$ cat config.mk
export PLATFORM = sky130hd
export DESIGN_NAME = writeback_hazard_unit_flat
export DESIGN_NICKNAME = d
export VERILOG_FILES = /design/src/rtl/writeback_hazard_if.sv /design/src/rtl/writeback_hazard_unit.sv /design/src/flat_wrapper.sv
export SDC_FILE = /design/constraint.sdc
export NUM_CORES = 1
export LEC_CHECK = 0
export ABC_CLOCK_PERIOD_IN_PS = 3300
export CORE_MARGIN = 1.5
export CORE_UTILIZATION = 33
export DETAILED_ROUTE_END_ITERATION = 10
export PLACE_DENSITY = 0.77
export SLEW_MARGIN = 20
export SYNTH_ARGS = -nofsm -noshare
export SYNTH_HDL_FRONTEND = slang
export SYNTH_SLANG_ARGS = --single-unit
export TNS_END_PERCENT = 100
$ cat constraint.sdc
create_clock -name clk -period 3.3 [get_ports clk]
set_input_delay 0.99 -clock clk [delete_from_list [all_inputs] [get_ports clk]]
set_output_delay 0.99 -clock clk [all_outputs]
set_load 0.01 [all_outputs]
$ cat src/rtl/writeback_hazard_if.sv
// Bundles the EX, data-memory, DOF and register-file sides of the write-back
// hazard unit. The pipeline drives the master side; the hazard unit is the slave.
interface writeback_hazard_if #(
    parameter int DW    = 32,
    parameter int AW    = 5,
    parameter int CNT_W = 16
);
    // EX stage and data memory
    logic          ex_valid;
    logic          ex_rw;
    logic          ex_md;
    logic [AW-1:0] ex_da;
    logic [DW-1:0] ex_f;
    logic [DW-1:0] mem_rdata;
    // DOF stage operand requests
    logic          dof_valid;
    logic [AW-1:0] dof_aa;
    logic [AW-1:0] dof_ba;
    logic          dof_ma;
    logic          dof_mb;
    // Register file write port, operand-mux controls and pipeline control
    logic             RW;
    logic [AW-1:0]    DA;
    logic [DW-1:0]    BUS_D;
    logic             HA;
    logic             HB;
    logic [DW-1:0]    FWD;
    logic             stall;
    logic             bubble;
    logic [CNT_W-1:0] stall_cnt;

    modport master (
        output ex_valid, ex_rw, ex_md, ex_da, ex_f, mem_rdata,
        output dof_valid, dof_aa, dof_ba, dof_ma, dof_mb,
        input  RW, DA, BUS_D, HA, HB, FWD, stall, bubble, stall_cnt
    );

    modport slave (
        input  ex_valid, ex_rw, ex_md, ex_da, ex_f, mem_rdata,
        input  dof_valid, dof_aa, dof_ba, dof_ma, dof_mb,
        output RW, DA, BUS_D, HA, HB, FWD, stall, bubble, stall_cnt
    );
endinterface

$ cat src/rtl/writeback_hazard_unit.sv
// Write-back side of the register file: owns the EX/WB pipeline register, drives
// the file write port, and resolves DOF read-after-write hazards by forwarding
// the EX result where legal or stalling DOF and bubbling EX otherwise.
module writeback_hazard_unit #(
    parameter int DW    = 32,
    parameter int AW    = 5,
    parameter int CNT_W = 16
) (
    input  logic               clk,
    input  logic               rst_n,
    writeback_hazard_if.slave  bus
);

    logic             wb_valid_q;
    logic             wb_rw_q;
    logic             wb_md_q;
    logic [AW-1:0]    wb_da_q;
    logic [DW-1:0]    wb_f_q;
    logic [CNT_W-1:0] stall_cnt_q;
    logic [CNT_W-1:0] stall_cnt_d;

    logic rw;
    logic need_a, need_b;
    logic ex_a, ex_b, wb_a, wb_b;
    logic fwd_a, fwd_b, haz_a, haz_b;
    logic stall;

    // EX/WB register: EX always advances, so capture is never gated by stall.
    always_ff @(posedge clk or negedge rst_n) begin
        if (!rst_n) begin
            wb_valid_q <= 1'b0;
            wb_rw_q    <= 1'b0;
            wb_md_q    <= 1'b0;
            wb_da_q    <= '0;
            wb_f_q     <= '0;
        end else begin
            // NOTE: non-blocking assignments so every flop samples pre-edge values.
            wb_valid_q <= bus.ex_valid;
            wb_rw_q    <= bus.ex_rw;
            wb_md_q    <= bus.ex_md;
            wb_da_q    <= bus.ex_da;
            wb_f_q     <= bus.ex_f;
        end
    end

    // Hazard detection: EX match beats WB match because EX holds the newer value.
    always_comb begin
        // NOTE: every output of this block gets a default first, so no latch is inferred.
        rw     = wb_valid_q & wb_rw_q & (wb_da_q != '0);
        need_a = bus.dof_valid & ~bus.dof_ma & (bus.dof_aa != '0);
        need_b = bus.dof_valid & ~bus.dof_mb & (bus.dof_ba != '0);
        ex_a   = bus.ex_valid & bus.ex_rw & (bus.ex_da == bus.dof_aa);
        ex_b   = bus.ex_valid & bus.ex_rw & (bus.ex_da == bus.dof_ba);
        wb_a   = rw & (wb_da_q == bus.dof_aa);
        wb_b   = rw & (wb_da_q == bus.dof_ba);
        // A load result only exists in WB, and WB data has no forward path:
        // the file write lands at the end of the cycle, so the reader waits.
        fwd_a  = need_a & ex_a & ~bus.ex_md;
        fwd_b  = need_b & ex_b & ~bus.ex_md;
        haz_a  = need_a & ((ex_a & bus.ex_md) | (~ex_a & wb_a));
        haz_b  = need_b & ((ex_b & bus.ex_md) | (~ex_b & wb_b));
        stall  = haz_a | haz_b;
    end

    // Stall counter next state: count stalled cycles, hold at all-ones.
    always_comb begin
        stall_cnt_d = stall_cnt_q;
        if (stall && (stall_cnt_q != '1)) begin
            stall_cnt_d = stall_cnt_q + CNT_W'(1);
        end
    end

    // Stall counter register, cleared only by reset.
    always_ff @(posedge clk or negedge rst_n) begin
        if (!rst_n) begin
            stall_cnt_q <= '0;
        end else begin
            stall_cnt_q <= stall_cnt_d;
        end
    end

    assign bus.RW        = rw;
    assign bus.DA        = wb_da_q;
    assign bus.BUS_D     = wb_md_q ? bus.mem_rdata : wb_f_q;
    assign bus.FWD       = bus.ex_f;
    // A stalled DOF reads nothing this cycle, so forwarding selects are dropped.
    assign bus.HA        = fwd_a & ~stall;
    assign bus.HB        = fwd_b & ~stall;
    assign bus.stall     = stall;
    assign bus.bubble    = stall;
    assign bus.stall_cnt = stall_cnt_q;

endmodule

$ cat src/flat_wrapper.sv
// flat-port wrapper written by rule: the top's interface ports become plain ports
module writeback_hazard_unit_flat 
#(
    parameter int DW    = 32,
    parameter int AW    = 5,
    parameter int CNT_W = 16
)
  (clk, rst_n, bus_ex_valid, bus_ex_rw, bus_ex_md, bus_ex_da, bus_ex_f, bus_mem_rdata, bus_dof_valid, bus_dof_aa, bus_dof_ba, bus_dof_ma, bus_dof_mb, bus_RW, bus_DA, bus_BUS_D, bus_HA, bus_HB, bus_FWD, bus_stall, bus_bubble, bus_stall_cnt);
  writeback_hazard_if #(.DW(DW), .AW(AW), .CNT_W(CNT_W)) bus_i ();
  input  logic clk;
  input  logic rst_n;
  input wire logic [$bits(bus_i.ex_valid)-1:0] bus_ex_valid;
  input wire logic [$bits(bus_i.ex_rw)-1:0] bus_ex_rw;
  input wire logic [$bits(bus_i.ex_md)-1:0] bus_ex_md;
  input wire logic [$bits(bus_i.ex_da)-1:0] bus_ex_da;
  input wire logic [$bits(bus_i.ex_f)-1:0] bus_ex_f;
  input wire logic [$bits(bus_i.mem_rdata)-1:0] bus_mem_rdata;
  input wire logic [$bits(bus_i.dof_valid)-1:0] bus_dof_valid;
  input wire logic [$bits(bus_i.dof_aa)-1:0] bus_dof_aa;
  input wire logic [$bits(bus_i.dof_ba)-1:0] bus_dof_ba;
  input wire logic [$bits(bus_i.dof_ma)-1:0] bus_dof_ma;
  input wire logic [$bits(bus_i.dof_mb)-1:0] bus_dof_mb;
  output wire logic [$bits(bus_i.RW)-1:0] bus_RW;
  output wire logic [$bits(bus_i.DA)-1:0] bus_DA;
  output wire logic [$bits(bus_i.BUS_D)-1:0] bus_BUS_D;
  output wire logic [$bits(bus_i.HA)-1:0] bus_HA;
  output wire logic [$bits(bus_i.HB)-1:0] bus_HB;
  output wire logic [$bits(bus_i.FWD)-1:0] bus_FWD;
  output wire logic [$bits(bus_i.stall)-1:0] bus_stall;
  output wire logic [$bits(bus_i.bubble)-1:0] bus_bubble;
  output wire logic [$bits(bus_i.stall_cnt)-1:0] bus_stall_cnt;
  assign bus_i.ex_valid = bus_ex_valid;
  assign bus_i.ex_rw = bus_ex_rw;
  assign bus_i.ex_md = bus_ex_md;
  assign bus_i.ex_da = bus_ex_da;
  assign bus_i.ex_f = bus_ex_f;
  assign bus_i.mem_rdata = bus_mem_rdata;
  assign bus_i.dof_valid = bus_dof_valid;
  assign bus_i.dof_aa = bus_dof_aa;
  assign bus_i.dof_ba = bus_dof_ba;
  assign bus_i.dof_ma = bus_dof_ma;
  assign bus_i.dof_mb = bus_dof_mb;
  assign bus_RW = bus_i.RW;
  assign bus_DA = bus_i.DA;
  assign bus_BUS_D = bus_i.BUS_D;
  assign bus_HA = bus_i.HA;
  assign bus_HB = bus_i.HB;
  assign bus_FWD = bus_i.FWD;
  assign bus_stall = bus_i.stall;
  assign bus_bubble = bus_i.bubble;
  assign bus_stall_cnt = bus_i.stall_cnt;
  writeback_hazard_unit #(.DW(DW), .AW(AW), .CNT_W(CNT_W)) u_core (.clk(clk), .rst_n(rst_n), .bus(bus_i));
endmodule
# After elaboration in Yosys (flattened, before gate mapping)
# Index checks and enable logic that the tools add are counted.
# totals
ff_bits,56
latch_bits,0
ram_bits,0
rom_bits,0
inputBits,87
output_inout_bits,90
elab_cells,49
mem_count,0
# classes
n_addsub,1
multipliers,0
n_div,0
n_lt_le_gt_ge,0
n_eq_ne,5
shift,0
n_mux,1
n_bitwise,32
reduce_logical,4
# ops
cell,n
$mux 32,1
$and 1x1->1,23
$eq 5x5->1,4
$add 16x1->16 const B,1
$ne 16x16->1 const B,1
$reduce_bool 5->1,3
$not 1->1,6
$or 1x1->1,3
$logic_and 1x1->1,1

# Longest topological paths before layout
# depth
depth_word,9
ltp_mapped,9
depth_no_buf,8

# Least setup slack after synthesis
# No wires, ideal clock.
# synth_timing
path_type,input -> output
startpoint,input bus_dof_ba[0]
endpoint,output bus_stall
arrival_time_ns,2.360
path_slack_ns,-0.050
cell_stages,6
cell_sequence,or4_1 -> o21ai_0 -> nor4_1 -> o21ai_2 -> nand3_1 -> buf_4
# synth_between
elab_chain_cells,7
# synth_lines
element,line_no,rtl
from (decl),flat_wrapper.sv:20,input wire logic [$bits(bus_i.dof_ba)-1:0] bus_dof_ba;
$eq 5x5->1,writeback_hazard_unit.sv:53,ex_b = bus.ex_valid & bus.ex_rw & (bus.ex_da == bus.dof_ba);
$and 1x1->1,writeback_hazard_unit.sv:53,
$not 1->1,writeback_hazard_unit.sv:61,haz_b = need_b & ((ex_b & bus.ex_md) | (~ex_b & wb_b));
$and 1x1->1,writeback_hazard_unit.sv:61,
$or 1x1->1,writeback_hazard_unit.sv:61,
$and 1x1->1 *,writeback_hazard_unit.sv:61,
$or 1x1->1 *,writeback_hazard_unit.sv:62,stall = haz_a | haz_b;
to (decl),flat_wrapper.sv:29,output wire logic [$bits(bus_i.stall)-1:0] bus_stall;
# Every way passes the cells marked *; elsewhere a longest branch is shown, timed or not.

# Worst setup path in the final report
# layout_timing
startpoint,input bus_dof_ba[2]
endpoint,output bus_HA
# layout_between
elab_chain_cells,9
# layout_lines
element,line_no,rtl
$eq 5x5->1,writeback_hazard_unit.sv:53,
$and 1x1->1,writeback_hazard_unit.sv:53,
$not 1->1,writeback_hazard_unit.sv:61,
$and 1x1->1,writeback_hazard_unit.sv:61,
$or 1x1->1,writeback_hazard_unit.sv:61,
$and 1x1->1 *,writeback_hazard_unit.sv:61,
$or 1x1->1 *,writeback_hazard_unit.sv:62,
$not 1->1 *,writeback_hazard_unit.sv:87,assign bus.HA = fwd_a & ~stall;
$and 1x1->1 *,writeback_hazard_unit.sv:87,
to (decl),flat_wrapper.sv:26,output wire logic [$bits(bus_i.HA)-1:0] bus_HA;
# Marked as above.

==> flow_summary.json <==
{
  "status": "finished, violations left",
  "violations": "negative setup slack",
  "place_congestion": 0.8766,
  "syn-cell-area_um2": 2721,
  "critical-path-max-stage-delay_ns": 0.51,
  "startpoint_type": "primary input",
  "worstPathRequired_ns": 2.31,
  "crit_type": "primary input to output port",
  "hold_violations": 0,
  "syn_inst": 222,
  "ir_drop_mv": 0.2752,
  "drc": 0,
  "synthFlopType": "dfrtp_1",
  "routed_wl_um": 7730,
  "synthDistinctLibCells": 27,
  "cp_cell_sequence": "buf_6, xor2_1, nor3_1, nand3_1, or4_4, and3b_1, buf_2",
  "pwr_density_cell_nw_per_um2": 333.8,
  "dpl.hpwl_um": 5883,
  "clock-root-buffer": "clkbuf_8",
  "grt_max_degree": 57,
  "holdCritPathClass": "flop to flop",
  "grt_pass1_vias": 2298,
  "finalCritPeriodShare_pct": 102.1,
  "setup_viol": 3,
  "fillers": 637,
  "crit_buf_inv": 2,
  "end_kind": "output port",
  "cts_buffers": 5,
  "drive_above_1_share_pct": 27.25,
  "crit_fanout": 3,
  "ant_nets": 0,
  "max-slew-margin-rel_pct": 51.94,
  "die_width_um": 93.81,
  "syn_avg_cell_area_um2": 12.26,
  "grt_setup_unrepaired": "true",
  "seq_area_frac_synth_pct": 51.49,
  "vias_per_cell": 4.595,
  "async_flop_share_pct": 100.0,
  "fin_ws_ns": -0.06932,
  "synth_edf_count": 0,
  "timing.final.crit_period_ns": 3.369,
  "drtIter0Drc": 44,
  "cts_hold_buf": 0,
  "tightest_slew_ns": 0.7209,
  "grt_overflow": 0,
  "antenna_found_initial": 0,
  "grtUsageTotal_pct": 17.33,
  "cts_tree": "built",
  "fmax_mhz": 296.8,
  "cts_buffer_depth": 2,
  "drv_cap": 0,
  "crit_slowest_cell": "or4_4",
  "synth_nets": 310,
  "drt_pass1_iterations": 4,
  "synth_seq_cells": 56,
  "ys_warn_count": 0,
  "area_growth_pct": 73.56,
  "placementRows": 32,
  "slew_violations": 0,
  "initial_core_util_pct": 34.68,
  "io_pins": 177,
  "arrival_ns": 2.38,
  "clock_latency_ns": 0.30,
  "dieArea_um2": 8800,
  "clock-sinks": 56,
  "p_leak_nw": 1.971,
  "worst_clock_skew_ns": 0.003073,
  "path_clk_slew_ns": 0.09,
  "die_h_um": 93.81,
  "routedWlPerCell_um": 15.74,
  "grt_first_pass_wirelength_um": 11680,
  "core_area_um2": 7848,
  "port_buffers": 176,
  "critPathTopFamily": "simple AND/OR/NAND/NOR gates",
  "ff2ff_setup_slack_ns": 0.91,
  "diodes": 0,
  "cts_max_level": 2,
  "vias": 2256,
  "whs_ns": 0.5019,
  "preCtsSetupSlack_ns": -0.8583,
  "nNetsFinal": 476
}
-- state kept, by name, indices dropped and copies added (netlist names) --
name / count
u_core.wb_valid_q: 1
u_core.bus.stall_cnt: 16
u_core.wb_md_q: 1
u_core.bus.DA: 5
u_core.wb_rw_q: 1
u_core.wb_f_q: 32
-- where the power goes --
| group | switching (mW) | leakage [nW] | internal, mW | total, mW |
|---|---|---|---|---|
| Combinational | 0.144 | 1.23 | 0.255 | 0.399 |
| Sequential | 0.0207 | 0.684 | 0.717 | 0.738 |
| Clock | 0.215 | 0.0552 | 0.226 | 0.440 |
-- cells by family (layout without fill, tap and decap cells) --
family	count (synthesis)	count (layout)	synth area share (%)
AO/OA/AOI/OAI	5	5	1.747
XOR/XNOR	33	33	10.62
adder cells (fa/ha/maj)	1	1	0.4597
buffers and inverters	40	207	10.34
flip-flops	56	56	51.49
multiplexers	35	35	14.48
AND/OR/NAND/NOR	52	52	10.85
-- area by class of cell --
cell class / count / area, um2 / share of cell area [%]
Clock buffer: 6 / 72.57 / 1.536
Timing Repair Buffer: 197 / 1893 / 40.08
Sequential cell: 56 / 1401 / 29.67
Multi-Input combinational cell: 126 / 1186 / 25.11
Tap cell: 102 / 127.6 / 2.702
Clock inverter: 2 / 35.03 / 0.7417
Inverter: 2 / 7.507 / 0.1589
-- layout by cell type (no fill, tap or decap), types with 7 or more instances in the layout --
cell             count
clkdlybuf4s50_1    151
dfrtp_1             56
mux2_2              35
buf_4               18
xnor2_1             17
buf_2               11
nand3_1             10
buf_6               10
xor2_1               8
xnor2_2              7
nand4_1              7
nand2_1              7
-- stage by stage --
step	instance area [um2]	instances	setup TNS (ns)	util (%)	power (mW)
2_1_floorplan	2726	222	0	-	0.8845
3_3_place_gp	4447	475	-3.263	56.66	1.125
3_5_place_dp	4447	475	-4.130	56.66	1.131
4_1_cts	4686	490	-0.1568	59.71	1.596
5_1_grt	4723	491	-0.3141	60.19	1.652
6_report	4723	491	-0.1268	60.19	1.577
-- Yosys cell counts, drive strengths merged, types with 2 or more instances --
library cell  count  area [um2]
nand3            11       55.05
nor4              2       12.51
or4               5       45.04
dfrtp            56        1401
and3              3       18.77
inv               2       7.510
nand2             8       30.03
xor2              9       78.83
o21ai             3       18.77
nor2b             3       18.77
mux2             35       394.1
nor3              4       20.02
and3b             2       17.52
nand4             7       43.79
xnor2            24       210.2
buf              37       270.3
nor2              5       18.77
-- per-layer routing --
layer	routed length, um	vias to the layer above	GRT usage (%)	share of wire [%]
met5	0	-	0	0
met4	19	0	2.612	0.25
met3	720	2	4.854	9.3
met2	3985	114	32.31	52
met1	3005	1081	19.99	39
li1	-	1059	-	-
-- repair_timing --
item / 4_1_cts / 5_1_grt
setup buffers: 7 / 1
setup endpoints to repair: 4 / 4
resized for setup: 119 / 5
pin swaps: 21 / 7
-- worst paths after layout --
kind | startpoint | endpoint | cells after the start
worst min register to register | u_core.bus.stall_cnt[6] | u_core.bus.stall_cnt[6] | 1
worst min-delay path | u_core.bus.stall_cnt[6] | u_core.bus.stall_cnt[6] | 1
worst max-delay path | bus_dof_ba[2] | bus_HA | 7
worst max register to register | u_core.bus.DA[0] | u_core.bus.stall_cnt[14] | 7
min in group asynchronous | rst_n | u_core.bus.stall_cnt[11] | 2
max in group asynchronous | rst_n | u_core.wb_f_q[21] | 2
(Power assumes the default switching activity.)
